==> src/rtl/usb_fs_line_rx.sv <==
// usb_fs_line_rx
//
// Purpose:
//   USB full-speed line receiver. Takes the raw, asynchronous D+/D- pair,
//   oversampled OVERSAMPLE times per bit, and turns it into a byte stream
//   with framing strobes. It recovers the bit clock from line transitions,
//   finds SYNC, NRZI-decodes, removes stuff bits, assembles bytes LSB first
//   and detects EOP. PID/CRC checking is left to the packet layer above.
//
// Parameters:
//   OVERSAMPLE : clk cycles per USB bit, even and >= 4 (4 -> 48 MHz clk)
//   IDLE_BITS  : consecutive J bit samples needed to leave the error state
//
// Ports:
//   clk       : receive clock, OVERSAMPLE x bit rate
//   reset     : asynchronous active-high reset
//   linep     : raw D+ line, asynchronous to clk
//   linem     : raw D- line, asynchronous to clk
//   rx_data   : received byte, valid while rx_valid is high
//   rx_valid  : one-cycle strobe per received byte
//   rx_sop    : one-cycle strobe when SYNC completes
//   rx_eop    : one-cycle strobe on a clean end of packet
//   rx_err    : one-cycle strobe on a framing or bit-stuff error
//   rx_active : high from rx_sop until rx_eop or rx_err

module usb_fs_line_rx #(
  parameter int OVERSAMPLE = 4,
  parameter int IDLE_BITS  = 7
) (
  input  logic       clk,
  input  logic       reset,
  input  logic       linep,
  input  logic       linem,
  output logic [7:0] rx_data,
  output logic       rx_valid,
  output logic       rx_sop,
  output logic       rx_eop,
  output logic       rx_err,
  output logic       rx_active
);

  localparam int PHASE_W = $clog2(OVERSAMPLE);
  localparam logic [PHASE_W-1:0] PHASE_SAMPLE = PHASE_W'(OVERSAMPLE / 2);
  localparam logic [PHASE_W-1:0] PHASE_LAST   = PHASE_W'(OVERSAMPLE - 1);
  localparam int IDLE_W = $clog2(IDLE_BITS + 1);
  localparam logic [IDLE_W-1:0] IDLE_LAST = IDLE_W'(IDLE_BITS - 1);

  // Line states, encoded as {D+, D-}.
  typedef enum logic [1:0] {
    LINE_SE0 = 2'b00,
    LINE_K   = 2'b01,
    LINE_J   = 2'b10,
    LINE_SE1 = 2'b11
  } line_e;

  typedef enum logic [2:0] {
    ST_IDLE,
    ST_SYNC,
    ST_DATA,
    ST_EOP,
    ST_ERROR
  } state_e;

  // Synchronizer stages. They reset to J so the receiver comes out of reset
  // looking at an idle bus rather than a spurious SE0.
  line_e line_meta_q, line_meta_d;
  line_e line_sync_q, line_sync_d;

  logic [PHASE_W-1:0] phase_q, phase_d;

  state_e      state_q, state_d;
  line_e       prev_line_q, prev_line_d;
  logic [2:0]  ones_q, ones_d;
  logic [2:0]  zero_q, zero_d;
  logic [2:0]  bit_cnt_q, bit_cnt_d;
  logic [7:0]  shift_q, shift_d;
  logic        err_flag_q, err_flag_d;
  logic [IDLE_W-1:0] idle_cnt_q, idle_cnt_d;

  logic [7:0]  rx_data_q, rx_data_d;
  logic        rx_valid_q, rx_valid_d;
  logic        rx_sop_q, rx_sop_d;
  logic        rx_eop_q, rx_eop_d;
  logic        rx_err_q, rx_err_d;
  logic        rx_active_q, rx_active_d;

  logic sample;
  logic nrzi_bit;

  // Two-flop synchronizer on each line, carried as a pair so both lines
  // always resolve on the same clk edge.
  always_comb begin
    line_meta_d = line_e'({linep, linem});
    line_sync_d = line_meta_q;
  end

  // Bit-clock recovery. A pending change (meta stage differs from sync
  // stage) zeroes the phase on the same edge that the new state lands in
  // the sync stage, so the phase counts cycles since the last transition.
  // Sampling mid-way keeps a full margin against a 3 or 5 cycle bit.
  always_comb begin
    if (line_meta_q != line_sync_q) begin
      phase_d = '0;
    end else if (phase_q == PHASE_LAST) begin
      phase_d = '0;
    end else begin
      phase_d = phase_q + PHASE_W'(1);
    end
  end

  assign sample   = (phase_q == PHASE_SAMPLE);
  assign nrzi_bit = (line_sync_q == prev_line_q);

  // Receive state machine: all decoding advances only on the sample strobe.
  // Strobes default low so each one is high for exactly one cycle.
  always_comb begin
    state_d     = state_q;
    prev_line_d = prev_line_q;
    ones_d      = ones_q;
    zero_d      = zero_q;
    bit_cnt_d   = bit_cnt_q;
    shift_d     = shift_q;
    err_flag_d  = err_flag_q;
    idle_cnt_d  = idle_cnt_q;
    rx_data_d   = rx_data_q;
    rx_valid_d  = 1'b0;
    rx_sop_d    = 1'b0;
    rx_eop_d    = 1'b0;
    rx_err_d    = 1'b0;
    rx_active_d = rx_active_q;

    if (state_q == ST_ERROR) begin
      rx_active_d = 1'b0;
    end

    if (sample) begin
      case (state_q)
        // The NRZI reference is J while idle, so the first K decodes as the
        // first zero of SYNC.
        ST_IDLE: begin
          prev_line_d = LINE_J;
          err_flag_d  = 1'b0;
          if (line_sync_q == LINE_K) begin
            state_d     = ST_SYNC;
            zero_d      = 3'd1;
            prev_line_d = LINE_K;
          end
        end

        // SYNC is a run of zeros closed by a one. Nothing has been announced
        // yet, so a bad SYNC drops silently into ERROR.
        ST_SYNC: begin
          prev_line_d = line_sync_q;
          if ((line_sync_q == LINE_SE0) || (line_sync_q == LINE_SE1)) begin
            state_d    = ST_ERROR;
            idle_cnt_d = '0;
          end else if (!nrzi_bit) begin
            zero_d = (zero_q == 3'd7) ? 3'd7 : zero_q + 3'd1;
          end else if (zero_q >= 3'd3) begin
            state_d     = ST_DATA;
            rx_sop_d    = 1'b1;
            rx_active_d = 1'b1;
            bit_cnt_d   = 3'd0;
            shift_d     = 8'h00;
            ones_d      = 3'd1;
            err_flag_d  = 1'b0;
          end else begin
            state_d    = ST_ERROR;
            idle_cnt_d = '0;
          end
        end

        // The trailing KK of SYNC already counts as one 1 toward stuffing.
        // After six ones the next bit must be a stuff zero.
        ST_DATA: begin
          case (line_sync_q)
            LINE_SE1: begin
              state_d     = ST_ERROR;
              idle_cnt_d  = '0;
              rx_err_d    = 1'b1;
              rx_active_d = 1'b0;
            end
            LINE_SE0: begin
              state_d = ST_EOP;
              if (bit_cnt_q != 3'd0) begin
                rx_err_d    = 1'b1;
                rx_active_d = 1'b0;
                err_flag_d  = 1'b1;
              end
            end
            default: begin
              prev_line_d = line_sync_q;
              if (ones_q == 3'd6) begin
                if (nrzi_bit) begin
                  state_d     = ST_ERROR;
                  idle_cnt_d  = '0;
                  rx_err_d    = 1'b1;
                  rx_active_d = 1'b0;
                end else begin
                  ones_d = 3'd0;
                end
              end else begin
                shift_d = {nrzi_bit, shift_q[7:1]};
                ones_d  = nrzi_bit ? ones_q + 3'd1 : 3'd0;
                if (bit_cnt_q == 3'd7) begin
                  rx_data_d  = {nrzi_bit, shift_q[7:1]};
                  rx_valid_d = 1'b1;
                  bit_cnt_d  = 3'd0;
                end else begin
                  bit_cnt_d = bit_cnt_q + 3'd1;
                end
              end
            end
          endcase
        end

        // SE0 may last arbitrarily long (bus reset). err_flag remembers a
        // truncated byte so the packet never reports both error and EOP.
        ST_EOP: begin
          case (line_sync_q)
            LINE_SE0: begin
              state_d = ST_EOP;
            end
            LINE_J: begin
              state_d     = ST_IDLE;
              prev_line_d = LINE_J;
              rx_active_d = 1'b0;
              if (!err_flag_q) begin
                rx_eop_d = 1'b1;
              end
            end
            default: begin
              state_d     = ST_ERROR;
              idle_cnt_d  = '0;
              rx_active_d = 1'b0;
              if (!err_flag_q) begin
                rx_err_d = 1'b1;
              end
            end
          endcase
        end

        // Wait for an unbroken run of J before trusting the bus again.
        ST_ERROR: begin
          if (line_sync_q == LINE_J) begin
            if (idle_cnt_q == IDLE_LAST) begin
              state_d     = ST_IDLE;
              idle_cnt_d  = '0;
              prev_line_d = LINE_J;
            end else begin
              idle_cnt_d = idle_cnt_q + IDLE_W'(1);
            end
          end else begin
            idle_cnt_d = '0;
          end
        end

        default: begin
          state_d = ST_IDLE;
        end
      endcase
    end
  end

  // State and output registers.
  always_ff @(posedge clk or posedge reset) begin
    if (reset) begin
      line_meta_q <= LINE_J;
      line_sync_q <= LINE_J;
      phase_q     <= '0;
      state_q     <= ST_IDLE;
      prev_line_q <= LINE_J;
      ones_q      <= 3'd0;
      zero_q      <= 3'd0;
      bit_cnt_q   <= 3'd0;
      shift_q     <= 8'h00;
      err_flag_q  <= 1'b0;
      idle_cnt_q  <= '0;
      rx_data_q   <= 8'h00;
      rx_valid_q  <= 1'b0;
      rx_sop_q    <= 1'b0;
      rx_eop_q    <= 1'b0;
      rx_err_q    <= 1'b0;
      rx_active_q <= 1'b0;
    end else begin
      line_meta_q <= line_meta_d;
      line_sync_q <= line_sync_d;
      phase_q     <= phase_d;
      state_q     <= state_d;
      prev_line_q <= prev_line_d;
      ones_q      <= ones_d;
      zero_q      <= zero_d;
      bit_cnt_q   <= bit_cnt_d;
      shift_q     <= shift_d;
      err_flag_q  <= err_flag_d;
      idle_cnt_q  <= idle_cnt_d;
      rx_data_q   <= rx_data_d;
      rx_valid_q  <= rx_valid_d;
      rx_sop_q    <= rx_sop_d;
      rx_eop_q    <= rx_eop_d;
      rx_err_q    <= rx_err_d;
      rx_active_q <= rx_active_d;
    end
  end

  assign rx_data   = rx_data_q;
  assign rx_valid  = rx_valid_q;
  assign rx_sop    = rx_sop_q;
  assign rx_eop    = rx_eop_q;
  assign rx_err    = rx_err_q;
  assign rx_active = rx_active_q;

endmodule
==> config.mk <==
export PLATFORM = sky130hd
export DESIGN_NAME = usb_fs_line_rx
export DESIGN_NICKNAME = d
export VERILOG_FILES = /design/src/rtl/usb_fs_line_rx.sv
export SDC_FILE = /design/constraint.sdc
export NUM_CORES = 1
export LEC_CHECK = 0
export ABC_AREA = 0
export CORE_MARGIN = 1.5
export CORE_UTILIZATION = 55
export CTS_CLUSTER_SIZE = 16
export DETAILED_ROUTE_END_ITERATION = 10
export GPL_TIMING_DRIVEN = 0
export PLACE_DENSITY = 0.72
export SYNTH_ARGS = -nofsm -noshare
export SYNTH_HDL_FRONTEND = slang
export SYNTH_SLANG_ARGS = --single-unit
==> constraint.sdc <==
create_clock -name clk -period 3.5 [get_ports clk]
set_clock_uncertainty 0.1 [all_clocks]
set_input_delay 0.35 -clock clk [delete_from_list [all_inputs] [get_ports clk]]
set_output_delay 0.35 -clock clk [all_outputs]
set_load 0.005 [all_outputs]
; ---- Yosys cells after proc, flatten, opt, wreduce, memory -nomap -nowiden
; Index checks and enable logic that the tools add are counted.
[op_classes]
n_addsub = 5
n_lt_le_gt_ge = 1
n_eq_ne = 36
mux = 92
n_bitwise = 2
reduce_logical = 19
[ops]
columns = op, n
row1 = 2-to-1 mux 3 bit, 32
row2 = 2-to-1 mux 8 bit, 5
row3 = one-hot mux 3 bit (2 select lines), 6
row4 = 2-to-1 mux 1 bit, 33
row5 = AND reduction 7 bit, 4
row6 = inequality test 2 bit (second input constant), 12
row7 = one-hot mux 8 bit (2 select lines), 1
row8 = == test 3 bit (second input constant), 5
row9 = inequality test 3 bit (second input constant), 5
row10 = one-hot mux 3 bit (5 select lines), 1
row11 = 2-to-1 mux 2 bit, 7
row12 = adder 3 x 1 -> 3 bit (second input constant), 4
row13 = one-hot mux 3 bit (4 select lines), 1
row14 = one-hot mux 2 bit (5 select lines), 1
row15 = AND reduction 5 bit, 2
row16 = == test 2 bit (second input constant), 4
row17 = inequality test 4 bit (second input constant), 2
row18 = AND reduction 8 bit, 1
row19 = == test 3 x 2 -> 1 bit (second input constant), 2
row20 = one-hot mux 1 bit (2 select lines), 3
row21 = one-hot mux 1 bit (3 select lines), 2
row22 = AND reduction 6 bit, 1
row23 = nonzero test 3 bit, 2
row24 = nonzero test 5 bit, 1
row25 = other kinds (14), 18
[word_totals]
register_bits = 45
in_bits = 4
output_inout_bits = 13

; ---- Longest topological paths before layout
[depth]
depth_word = 7
mapped_depth = 8

; ---- Worst setup path before layout
; No wires, ideal clock.
[synth_path]
kind = reg2reg
from = register line_sync_q[1]
to = register bit_cnt_q[0]
arrival_ns = 2.073
t_required_ns = 3.275
setup_slack_ns = 1.202
stages_incl_launch_ff = 8
path_buffers = 1
path_cell_list = dfstp_2 inv_1 ha_1 or2b_2 o21ai_2 nor4b_4 buf_6 mux2_4
[synth_between]
elab_chain_len = 4
elab_cells_between_ends = 9
[synth_lines]
columns = element, line
row1 = "start, declared", 67  ; line_e line_sync_q, line_sync_d;
row2 = "start signal, assigned", 287  ; line_sync_q <= line_sync_d;
row3 = == test 2 bit / logical NOT 2 bit (equally long branches), "154, 176"
row4 = OR reduction 2 bit (no source line) / logical OR 1 bit (equally long branches), -
row5 = inequality test 2 bit (no source line), -
row6 = AND reduction 7 bit (no source line) *, -
row7 = "end signal, assigned", 293  ; bit_cnt_q <= bit_cnt_d;
row8 = "end, declared", 75  ; logic [2:0] bit_cnt_q, bit_cnt_d;
; Mark *: on every way between the ends. The rest lies on a longest branch, timed or not.
; A chain may end at the register's enable or synchronous reset.

; ---- Worst setup path in the final report
[layout_path]
from = register line_sync_q[1]
to = register zero_q[1]
[layout_between]
elab_chain_len = 4
elab_cells_between_ends = 9
[layout_lines]
columns = element, line
row1 = == test 2 bit / logical NOT 2 bit (equally long branches), 154  ; if ((line_sync_q == LINE_SE0) || (line_sync_q == LINE_SE1)) begin
row2 = logical OR 1 bit, 154
row3 = inequality test 2 bit (no source line), -
row4 = AND reduction 5 bit (no source line) *, -
row5 = "end signal, assigned", 292  ; zero_q <= zero_d;
row6 = "end, declared", 74  ; logic [2:0] zero_q, zero_d;
; Marked as above.

==> run summary <==
status -> finished clean
period utilization -> 80.1%
CP Capture Type -> flip-flop
Synth top cells by count -> dfrtp_1 (41), nand2_1 (26), inv_1 (19), o21ai_0 (15), ha_1 (13)
synthesized area per cell -> 10.1 µm²
Worst-path clk slew -> 0.09 ns
drt pass-1 iters -> 4
post-synthesis sequential area ratio -> 45.9%
hold crit path type -> flip-flop to flip-flop
switching power -> 0.439 mW
Post-synth top flop -> dfrtp_1
final setup violation count -> 0
Req. time, crit path -> 3.60 ns
core area -> 4120 µm²
Core Rows -> 23
area taken by multi-input logic gates -> 1180 µm²
largest net degree at the start of global routing -> 45
CTS tree -> built
Comb power frac -> 27.4%
# Post-CTS Setup Buffers -> 0
FF+latch count, synth -> 44
Yosys warnings -> 0
top post-synthesis cells by area -> dfrtp_1 (43%), ha_1 (6.8%), mux2i_1 (4.2%), nand2_1 (4.1%), mux2_2 (3.7%)
DR DRC count -> 0
Sequential cell area -> 1100 µm²
Peak VDD IR -> 0.000282 V
reg2reg path depth -> 6
DR WL/cell -> 15.0 µm
Syn Inst Count -> 239
leakage -> 1.21 nW
Clock Path Buffers -> 2
Max Freq -> 357 MHz
Die X -> 69.1 µm
clock sink count -> 44
CP arrival -> 2.90 ns
final worst-path setup slack -> 0.698 ns
hold wc startpoint -> line_meta_q[1]
Die Ht -> 69.1 µm
global route overflow -> 0
Layout fillers -> 363
headroom to the max-slew limit -> 40.6%
Sw Ratio -> 32.1%
hold buffers post-CTS -> 0
CP startpoint kind -> flip-flop
first-pass GRT wire length -> 8230 µm
Routed WL -> 4700 µm
pre-CTS WS -> 0.803 ns
Cell Area, Synth -> 2410 µm²
vias in the first global route -> 1,793
PostCTS Resize Cnt -> 0
post-synth top area share -> 42.6%
CP max FO -> 10
Post-synth EDFFs -> 0
clock power share -> 30.4%
R2R Path Start -> line_sync_q[1]
count leader, synth -> dfrtp_1
R2R setup slack -> 0.70 ns
total track usage -> 21.6%
Pint -> 0.926 mW
Worst-Margin Slew -> 0.891 ns
htree depth -> 2
Clock Latency Late Sink -> 0.31 ns
CTS Buf Count -> 5
Initial Utilization -> 58.5%
final core occ -> 66.8%
initial antenna violation count -> 0
P per Cell Area -> 496 nW/µm²
CP Class -> flip-flop to flip-flop
RePlAce Congestion -> 0.952
share of layout cells above drive strength 1 -> 12.9%
DIE AREA -> 4780 µm²
cell taking the most area after synthesis -> dfrtp_1
sequential power share -> 42.2%
WHS Endpoint -> line_sync_q[1]
nets -> 279
Inserted Diodes -> 0
Clock Root Buffer -> clkbuf_8
Final Hold Viols -> 0
hold depth -> 0
ys async rst share -> 100%
unique cell type count in the Yosys netlist -> 49
Antenna Violating Nets Remaining -> 0
max-slew violations -> 0
I/O Buffers -> 16
dpl hpwl -> 3340 µm
Layout area overhead -> 14.3%
RSZ-0062 raised after global routing -> no
fin crit period -> 2.80 ns
setup TNS -> 0 ns
# IOs -> 17
max-cap viol count -> 0
DR iter-0 viols -> 133
via/cell ratio -> 5.73
via count -> 1,794
net count after synthesis -> 256
Reg-to-Reg End -> zero_q[1]
## layer usage
| layer | share of wire [%] | global-route usage, % | vias up |
|---|---|---|---|
| met5 | 0 | 0 | - |
| met4 | 2.4 | 11.1 | 0 |
| met3 | 4.6 | 4.09 | 10 |
| met2 | 45 | 33.2 | 48 |
| met1 | 48 | 29.2 | 865 |
| li1 | - | - | 871 |
## worst max path at each step
stage                        start      endpoint  slack (ns)  depth (start not counted)
global placement    line_sync_q[1]     zero_q[1]        0.80                          6
global route        line_sync_q[1]     zero_q[1]        0.56                          6
detailed placement  line_sync_q[1]     zero_q[1]        0.80                          6
CTS                 line_sync_q[1]     zero_q[1]        0.78                          6
floorplan           line_sync_q[1]  bit_cnt_q[0]        1.20                          7
finish              line_sync_q[1]     zero_q[1]        0.70                          6
## layout by cell type (no fill, tap or decap), drive strengths merged, types with 8 or more instances in the layout
cell type / count
clkbuf: 10
clkdlybuf4s50: 16
o21ai: 16
inv: 19
ha: 13
a21oi: 10
nor3: 8
mux2i: 10
nor2: 12
nand2: 26
mux2: 10
dfrtp: 41
## worst max-delay path, cell delays in order, from the launching register on
cell	delay [ns]
dfstp_2	0.60
inv_1	0.10
ha_1	0.34
clkbuf_1	0.36
o211ai_1	0.15
a21boi_0	0.65
mux2_2	0.40
## power by group through the flow
stage | Clock (mW) | Sequential, mW | Combinational, mW
after floorplan | 0 | 0.580 | 0.294
after global placement | 0 | 0.586 | 0.365
after detailed placement | 0 | 0.586 | 0.366
after CTS | 0.423 | 0.576 | 0.369
after global routing | 0.442 | 0.584 | 0.418
final | 0.415 | 0.576 | 0.374
## metrics by stage
step / power [mW] / area (µm²) / hold slack, ns / std cells
CTS: 1.37 / 2750 / 0.266 / 313
detailed placement: 0.952 / 2630 / 0.265 / 305
finish: 1.36 / 2750 / 0.263 / 313
global placement: 0.951 / 2630 / 0.261 / 305
floorplan: 0.874 / 2410 / 0.254 / 239
global route: 1.44 / 2750 / 0.272 / 313
## final cells by class
class / instances / area share, %
multi-input cells: 167 / 42.8
flip-flops and latches: 44 / 40.2
repair buffers: 16 / 5.82
clock buffers: 6 / 3.00
inverters: 19 / 2.59
well taps: 50 / 2.27
plain buffers: 9 / 1.91
clock inverters: 2 / 1.41
## sequential cells by signal (all words and copies together) (netlist names), 2 cells and up
name         flops
shift_q          7
line_meta_q      2
ones_q           3
state_q          3
line_sync_q      2
phase_q          2
rx_data          8
prev_line_q      2
idle_cnt_q       3
bit_cnt_q        3
zero_q           3
## logic make-up after synthesis
| family | synth area share, % |
|---|---|
| and+or+nand+nor | 16.5 |
| AOI/OAI and AO/OA | 14.7 |
| DFF | 45.9 |
| buffers and inverters | 5.15 |
| muxes | 9.15 |
| adders and majority gates | 6.76 |
| xor gates and xnor gates | 1.82 |
Power figures use the tool's default switching activity.
